==> config.mk <==
export PLATFORM = sky130hd
export DESIGN_NAME = ccip_c0_rd_arb
export DESIGN_NICKNAME = d
export VERILOG_FILES = /design/src/rtl/ccip_c0_rd_arb_pkg.sv /design/src/rtl/ccip_c0_rd_arb_credit.sv /design/src/rtl/ccip_c0_rd_arb.sv
export SDC_FILE = /design/constraint.sdc
export NUM_CORES = 1
export LEC_CHECK = 0
export ABC_AREA = 1
export BUFFER_PORTS_ARGS = -buffer_cell sky130_fd_sc_hd__clkbuf_2
export CORE_AREA = 2 2 733 735
export DETAILED_ROUTE_END_ITERATION = 7
export DIE_AREA = 0 0 735 737
export RECOVER_POWER = 25
export REMOVE_ABC_BUFFERS = 1
export SLEW_MARGIN = 15
export SYNTH_ARGS = -nofsm -noshare
export SYNTH_HDL_FRONTEND = slang
export SYNTH_SLANG_ARGS = --single-unit
export TNS_END_PERCENT = 50
==> constraint.sdc <==
create_clock -name clk -period 3.97 [get_ports clk]
set_clock_uncertainty 0.05 [all_clocks]
set_input_delay 0.397 -clock clk [delete_from_list [all_inputs] [get_ports clk]]
set_output_delay 0.397 -clock clk [all_outputs]
set_load 0.01 [all_outputs]
==> src/rtl/ccip_c0_rd_arb_pkg.sv <==
// Shared types for the c0 read-request arbiter: a minimal CCI-P c0 slice
// (request/response headers and channel bundles) plus arbiter helpers.
package ccip_c0_rd_arb_pkg;

    typedef enum logic [1:0] {
        eCL_LEN_1 = 2'b00,
        eCL_LEN_2 = 2'b01,
        eCL_LEN_4 = 2'b11
    } t_ccip_clLen;

    typedef enum logic [3:0] {
        eREQ_RDLINE_I = 4'h4,
        eREQ_RDLINE_S = 4'h5
    } t_ccip_c0_req;

    typedef enum logic [3:0] {
        eRSP_RDLINE = 4'h0,
        eRSP_UMSG   = 4'h4
    } t_ccip_c0_rsp;

    typedef logic [15:0]  t_ccip_mdata;
    typedef logic [41:0]  t_ccip_clAddr;
    typedef logic [511:0] t_ccip_clData;

    typedef struct packed {
        logic [1:0]   vc_sel;
        logic [1:0]   rsvd1;
        t_ccip_clLen  cl_len;
        t_ccip_c0_req req_type;
        logic [5:0]   rsvd0;
        t_ccip_clAddr address;
        t_ccip_mdata  mdata;
    } t_ccip_c0_ReqMemHdr;

    typedef struct packed {
        logic [1:0]   vc_used;
        logic         rsvd1;
        logic         hit_miss;
        logic [1:0]   rsvd0;
        logic [1:0]   cl_num;
        t_ccip_c0_rsp resp_type;
        t_ccip_mdata  mdata;
    } t_ccip_c0_RspMemHdr;

    typedef struct packed {
        t_ccip_c0_ReqMemHdr hdr;
        logic               valid;
    } t_if_ccip_c0_Tx;

    typedef struct packed {
        t_ccip_c0_RspMemHdr hdr;
        t_ccip_clData       data;
        logic               rspValid;
        logic               mmioRdValid;
        logic               mmioWrValid;
    } t_if_ccip_c0_Rx;

    localparam int ARB_NUM_REQ = 2;

    // Requester id carried in the Mdata tag bit.
    typedef logic t_arb_src;

    // Lines moved by one request: cl_len + 1 (1, 2 or 4 for legal encodings).
    function automatic logic [2:0] lineCount(input t_ccip_clLen clLen);
        return {1'b0, clLen} + 3'd1;
    endfunction

endpackage

==> src/rtl/ccip_c0_rd_arb_credit.sv <==
// Outstanding-line counter for one requester: +len on issue, -1 per response
// beat, net update when both happen together, never below 0 or above the cap.
module ccip_c0_rd_arb_credit
    import ccip_c0_rd_arb_pkg::*;
#(
    parameter int MAX_OUTSTANDING = 128,
    parameter int CNT_W           = $clog2(MAX_OUTSTANDING) + 1
) (
    input  logic             clk,
    input  logic             reset,
    input  logic [2:0]       reqLen,
    input  logic             incValid,
    input  logic             decValid,
    output logic [CNT_W-1:0] count,
    output logic             fits,
    output logic             decErr
);

    localparam logic [CNT_W:0] MAX_CNT = (CNT_W+1)'(MAX_OUTSTANDING);

    logic [CNT_W:0] withReq;
    logic [CNT_W:0] nxt;
    logic           decOk;

    // Headroom check for the pending request and next-count arithmetic.
    always_comb begin
        withReq = {1'b0, count} + (CNT_W+1)'(reqLen);
        fits    = (withReq <= MAX_CNT);
        decOk   = decValid && (count != '0);
        decErr  = decValid && (count == '0);
        nxt     = {1'b0, count};
        if (incValid) nxt = nxt + (CNT_W+1)'(reqLen);
        if (decOk)    nxt = nxt - (CNT_W+1)'(1);
        if (nxt > MAX_CNT) nxt = MAX_CNT;
    end

    // Counter register.
    always_ff @(posedge clk) begin
        if (reset) count <= '0;
        else       count <= nxt[CNT_W-1:0];
    end

endmodule

==> src/rtl/ccip_c0_rd_arb.sv <==
// Two-way round-robin arbiter for the CCI-P c0 read-request channel.
// Requester 0 is the DMA engine, requester 1 the app's direct-read port.
// The source id rides in Mdata[TAG_BIT] so responses can be steered back.
module ccip_c0_rd_arb
    import ccip_c0_rd_arb_pkg::*;
#(
    parameter int MAX_OUTSTANDING = 128,
    parameter int TAG_BIT         = 15,
    parameter int CNT_W           = $clog2(MAX_OUTSTANDING) + 1
) (
    input  logic               clk,
    input  logic               reset,
    input  logic               req0_valid,
    input  t_ccip_c0_ReqMemHdr req0_hdr,
    output logic               req0_ready,
    input  logic               req1_valid,
    input  t_ccip_c0_ReqMemHdr req1_hdr,
    output logic               req1_ready,
    output t_if_ccip_c0_Tx     c0Tx,
    input  logic               c0TxAlmFull,
    input  t_if_ccip_c0_Rx     c0Rx,
    output t_if_ccip_c0_Rx     rsp0_c0Rx,
    output t_if_ccip_c0_Rx     rsp1_c0Rx,
    input  logic               quiesce,
    output logic               idle,
    output logic [CNT_W-1:0]   outstanding0,
    output logic [CNT_W-1:0]   outstanding1,
    output logic               tag_err
);

    logic [2:0]         len0, len1;
    logic               fits0, fits1;
    logic               elig0, elig1;
    logic               grant0, grant1;
    logic               accept;
    t_arb_src           grantSrc;
    t_arb_src           lastGrant;
    t_ccip_c0_ReqMemHdr issueHdr;
    logic               rspFwd, rspTag;
    logic               dec0, dec1;
    logic               err0, err1;
    t_if_ccip_c0_Rx     rspClean;

    assign len0 = lineCount(req0_hdr.cl_len);
    assign len1 = lineCount(req1_hdr.cl_len);

    ccip_c0_rd_arb_credit #(
        .MAX_OUTSTANDING(MAX_OUTSTANDING),
        .CNT_W          (CNT_W)
    ) credit0 (
        .clk     (clk),
        .reset   (reset),
        .reqLen  (len0),
        .incValid(grant0),
        .decValid(dec0),
        .count   (outstanding0),
        .fits    (fits0),
        .decErr  (err0)
    );

    ccip_c0_rd_arb_credit #(
        .MAX_OUTSTANDING(MAX_OUTSTANDING),
        .CNT_W          (CNT_W)
    ) credit1 (
        .clk     (clk),
        .reset   (reset),
        .reqLen  (len1),
        .incValid(grant1),
        .decValid(dec1),
        .count   (outstanding1),
        .fits    (fits1),
        .decErr  (err1)
    );

    // Eligibility and round-robin grant; the side not granted last wins a tie.
    always_comb begin
        elig0  = req0_valid && !reset && !c0TxAlmFull && !quiesce && fits0;
        elig1  = req1_valid && !reset && !c0TxAlmFull && !quiesce && fits1;
        grant0 = 1'b0;
        grant1 = 1'b0;
        if (elig0 && elig1) begin
            grant0 = (lastGrant == 1'b1);
            grant1 = (lastGrant == 1'b0);
        end else begin
            grant0 = elig0;
            grant1 = elig1;
        end
        accept   = grant0 || grant1;
        grantSrc = grant1;
        issueHdr = grantSrc ? req1_hdr : req0_hdr;
        issueHdr.mdata[TAG_BIT] = grantSrc;
    end

    assign req0_ready = grant0;
    assign req1_ready = grant1;

    // Response steering: only RDLINE beats are forwarded, tag bit stripped.
    always_comb begin
        rspFwd = c0Rx.rspValid && (c0Rx.hdr.resp_type == eRSP_RDLINE) &&
                 !c0Rx.mmioRdValid && !c0Rx.mmioWrValid;
        rspTag = c0Rx.hdr.mdata[TAG_BIT];
        dec0   = rspFwd && !rspTag;
        dec1   = rspFwd && rspTag;
        rspClean                    = c0Rx;
        rspClean.hdr.mdata[TAG_BIT] = 1'b0;
        rspClean.rspValid           = 1'b0;
        rspClean.mmioRdValid        = 1'b0;
        rspClean.mmioWrValid        = 1'b0;
    end

    // Registered request issue toward MPF.
    always_ff @(posedge clk) begin
        if (reset) begin
            c0Tx <= '0;
        end else begin
            c0Tx.valid <= accept;
            c0Tx.hdr   <= issueHdr;
        end
    end

    // Registered response delivery to the owning requester.
    always_ff @(posedge clk) begin
        if (reset) begin
            rsp0_c0Rx <= '0;
            rsp1_c0Rx <= '0;
        end else begin
            rsp0_c0Rx          <= rspClean;
            rsp0_c0Rx.rspValid <= dec0;
            rsp1_c0Rx          <= rspClean;
            rsp1_c0Rx.rspValid <= dec1;
        end
    end

    // Round-robin pointer; reset to 1 so requester 0 wins the first tie.
    always_ff @(posedge clk) begin
        if (reset)       lastGrant <= 1'b1;
        else if (accept) lastGrant <= grantSrc;
    end

    // Sticky flag for a response that arrived with no matching credit.
    always_ff @(posedge clk) begin
        if (reset)            tag_err <= 1'b0;
        else if (err0 || err1) tag_err <= 1'b1;
    end

    // Drain indicator, one cycle behind the counters.
    always_ff @(posedge clk) begin
        if (reset) idle <= 1'b0;
        else       idle <= quiesce && (outstanding0 == '0) && (outstanding1 == '0);
    end

endmodule

==> out/metrics.cfg <==
[run_status]
outcome=finished, violations left
violations=capacitance limit, slew limit

[global_routing]
grt_use_total_pct=15.3
antenna_found_initial=161
grt_max_degree=119
grt_overflow=0
grt_pass1_vias=27100
grt_first_pass_wirelength_mm=487

[pwr]
p_switching_mw=7.52
clkPwrFrac_pct=46.8
pwr-share-comb_pct=20.2
pwr-share-seq_pct=33.0
p_int_mw=13.9
switching_share_pct=35.2
power_mw=21.4
peakVddDrop_v=0.000377
power_leakage_nw=23.8
power_density_nw_per_um2=439

[clocking]
cts_buffer_depth=4
clk_latency_ns=0.87
ctsHtreeMaxLevel=3
cts_tree=done
clkTransAtPathRegs_ns=0.07
root_buffer=clkbuf_16
clock-sinks=635
cts_buffers=101

[drt]
drtIter0Drc=2406
drt_first_pass_iters=5
wl_per_cell_um=35.5
vias_per_cell=2.30
finalWirelength_mm=433
vias=28000
remaining_drc_errors=0
final_antenna_net_count=0

[floorplan]
die_area_um2=542000
ios=1878
start_util_pct=4.47
floorplan.die.width_um=735
die_h_um=737
placementRows=269
core_um2=534000

[placement]
dpl_cell_area_um2=37900
gp_congestion=1.18
io_buffers=1869
hpwl_mm=396

[sta]
period_needed_ns=3.83
maxSlewHeadroom_pct=-13.0
fin_crit_sh_pct=96.4
setup_violations=0
clock.fmax_ghz=0.261
worstMarginPinSlew_ns=1.69
slew_violations=9
hold_violations=0
worst_hold_slack_ns=0.191
rsz0062_at_grt=false

[setup_path]
slowest_delay_ns=0.59
ff2ff_setup_slack_ns=0.14
rr_startpoint=credit0.count[0]
worstPathRequired_ns=4.65
r2r-end=c0Tx[57]
cp_top_family=buffers and inverters
worstPathBufferInverterCount=5
cp-start-kind=flip-flop
path_cells=inv_1, ha_1, fa_2, nand2_1, nor2_1, nand2_1, nor2_1, nand3_1, nand2_2, nand3_2, nand2_4, buf_4, bufbuf_16, buf_12, nand3_1, nand2_1, dlygate4sd3_1
path_max_fanout=71
rr_worst_depth=17
crit_arrival_ns=4.51
end_kind=flip-flop
crit_type=reg -> reg
crit_path_frequent_cell=nand2_1
crit_slowest_cell=dlygate4sd3_1

[worst_hold_path]
hold-path-endpoint=rsp1_c0Rx[344]
worst_hold_path_type=in -> reg
hp-start=c0Rx[344]
hold_path_depth=4

[job]
drv_cap=1

[logic_synthesis]
yosys.cell_types.count=38
synthFlopType=dfxtp_1
syn_avg_cell_area_um2=8.19
ys_async_sr_fraction_pct=0
synthTopCellsByArea=dfxtp_1 (53%), buf_4 (17%), inv_1 (9.5%)
synth_edf_count=0
syn_area_um2=23900
syn_inst=2916
synth_seq_cells=635
synth_top_area_share_pct=53.2
synth_seq_area_share_pct=53.2
ys_warn_count=0
yosysTopAreaCell=dfxtp_1

[layout]
syn_to_final_growth_pct=104
final_nets=5698
drive_above_1_share_pct=41.9
fin_area_um2=48700
fill_cells=62500

-- state kept, by name, summed over array words and instances, names as in the netlist --
name and flops:
tag_err 1, credit0.count 8, credit1.count 8, lastGrant 1, idle 1, rsp1_c0Rx 540, rsp0_c0Rx 1, c0Tx 75
-- metal layers --
metal  part of all wire (%)  track usage (%)  vias to the layer above
li1                       -                -                    12100
met1                     38             16.8                    13200
met2                     42             23.3                     1960
met3                     15             9.94                      637
met4                    4.9             6.09                       90
met5                   0.37            0.542                        -
-- worst reg2reg max path, cell delays in order, from the launching register on --
cell and delay, ns:
dfxtp_1 0.33, inv_1 0.06, ha_1 0.22, fa_2 0.56, nand2_1 0.06, nor2_1 0.10, nand2_1 0.06, nor2_1 0.08
nand3_1 0.10, nand2_2 0.09, nand3_2 0.11, nand2_4 0.13, buf_4 0.11, bufbuf_16 0.27, buf_12 0.23, nand3_1 0.43
nand2_1 0.12, dlygate4sd3_1 0.59
-- layout make-up --
cell class	instances	area (µm²)	area share, %
Inverter	609	2300	4.73
Antenna cell	79	198	0.406
Tap cell	7046	8820	18.1
Clock buffer	126	2750	5.65
Clock inverter	53	732	1.50
Sequential cell	635	12700	26.1
Timing Repair Buffer	2604	16700	34.4
Multi-Input combinational cell	1042	4460	9.15
-- power by group through the flow --
stage               logic, mW  registers (mW)  clock network, mW
finish                   4.32            7.07               10.0
global route             4.58            7.09               10.6
CTS                      4.48            7.06               10.5
detailed placement       3.71            7.20                  0
global placement         3.73            7.18                  0
floorplan               0.348            7.36                  0
-- stage by stage --
stage	util, %	instances	setup TNS [ns]	setup slack (ns)
after detailed placement	7.10	11200	0	0.0257
after floorplan	-	2286	0	0.112
after global placement	7.10	11200	-0.178	-0.0315
after global routing	9.10	12200	0	0.000749
after CTS	9.08	12100	0	0.0441
final	9.12	12200	0	0.142
-- synth_stat cells (2+ instances only) --
library cell  instances
and2_1                6
buf_1                10
buf_4               548
buf_6                 3
clkbuf_1             74
dfxtp_1             635
fa_1                  2
ha_1                  6
inv_1               606
inv_2                 2
nand2_1             255
nand2_2               9
nand2_4               4
nand3_1             111
nand3_2               3
nand3b_1              8
nand4_1              10
nor2_1              570
nor2_2               12
nor3_1                5
nor4_1                4
o21ai_0               8
o21ai_1               3
o21ai_2               3
o22ai_1               3
or2_2                 2
xor2_1                3
-- cells by family (layout without fill, tap and decap cells) --
logic type / count (synthesis) / count (layout) / share of synthesized area (%)
AOI/OAI and AO/OA: 21 / 21 / 0.582
xor gates and xnor gates: 4 / 4 / 0.147
adders and majority gates: 8 / 8 / 0.482
buffers and inverters: 1244 / 3392 / 28.3
DFF: 635 / 635 / 53.2
other: 1 / 85 / 0.0157
and+or+nand+nor: 1003 / 1003 / 17.3
-- how the worst max path moves through the flow --
stage	startpoint	endpoint	slack, ns	cells past startpoint
2_1_floorplan	credit0.count[0]	credit1.count[0]	0.11	25
3_3_place_gp	req1_hdr[68]	credit0.count[1]	-0.03	23
3_5_place_dp	req1_hdr[68]	credit0.count[1]	0.03	23
4_1_cts	credit1.count[0]	req1_ready	0.04	15
5_1_grt	credit1.count[0]	req1_ready	0.0007	15
6_report	credit0.count[0]	c0Tx[57]	0.14	17
-- repair_timing --
item | CTS | global route
hold endpoints to repair | 616 | 0
hold buffers | 692 | 0
buffers inserted | 4 | 3
gates cloned | 3 | 0
gates resized for setup | 16 | 2
endpoints found under the setup margin | 1 | 13
pin swaps | 2 | 4
-- cells in the final DEF, fill, tap and decap left out, types with 6 or more instances in the layout --
cell,n
nand3_1,111
nand2_1,251
clkbuf_1,16
nand4_1,10
clkinv_4,8
inv_1,606
dlygate4sd3_1,692
clkbuf_8,11
buf_4,29
clkbuf_16,102
dfxtp_1,634
conb_1,6
bufinv_16,14
o21ai_0,8
and2_1,6
nor2_2,13
clkinv_2,13
inv_6,10
nand2_2,13
diode_2,79
clkbuf_2,1871
nand3b_1,8
ha_1,6
nor2_1,569
(Power assumes the default switching activity.)
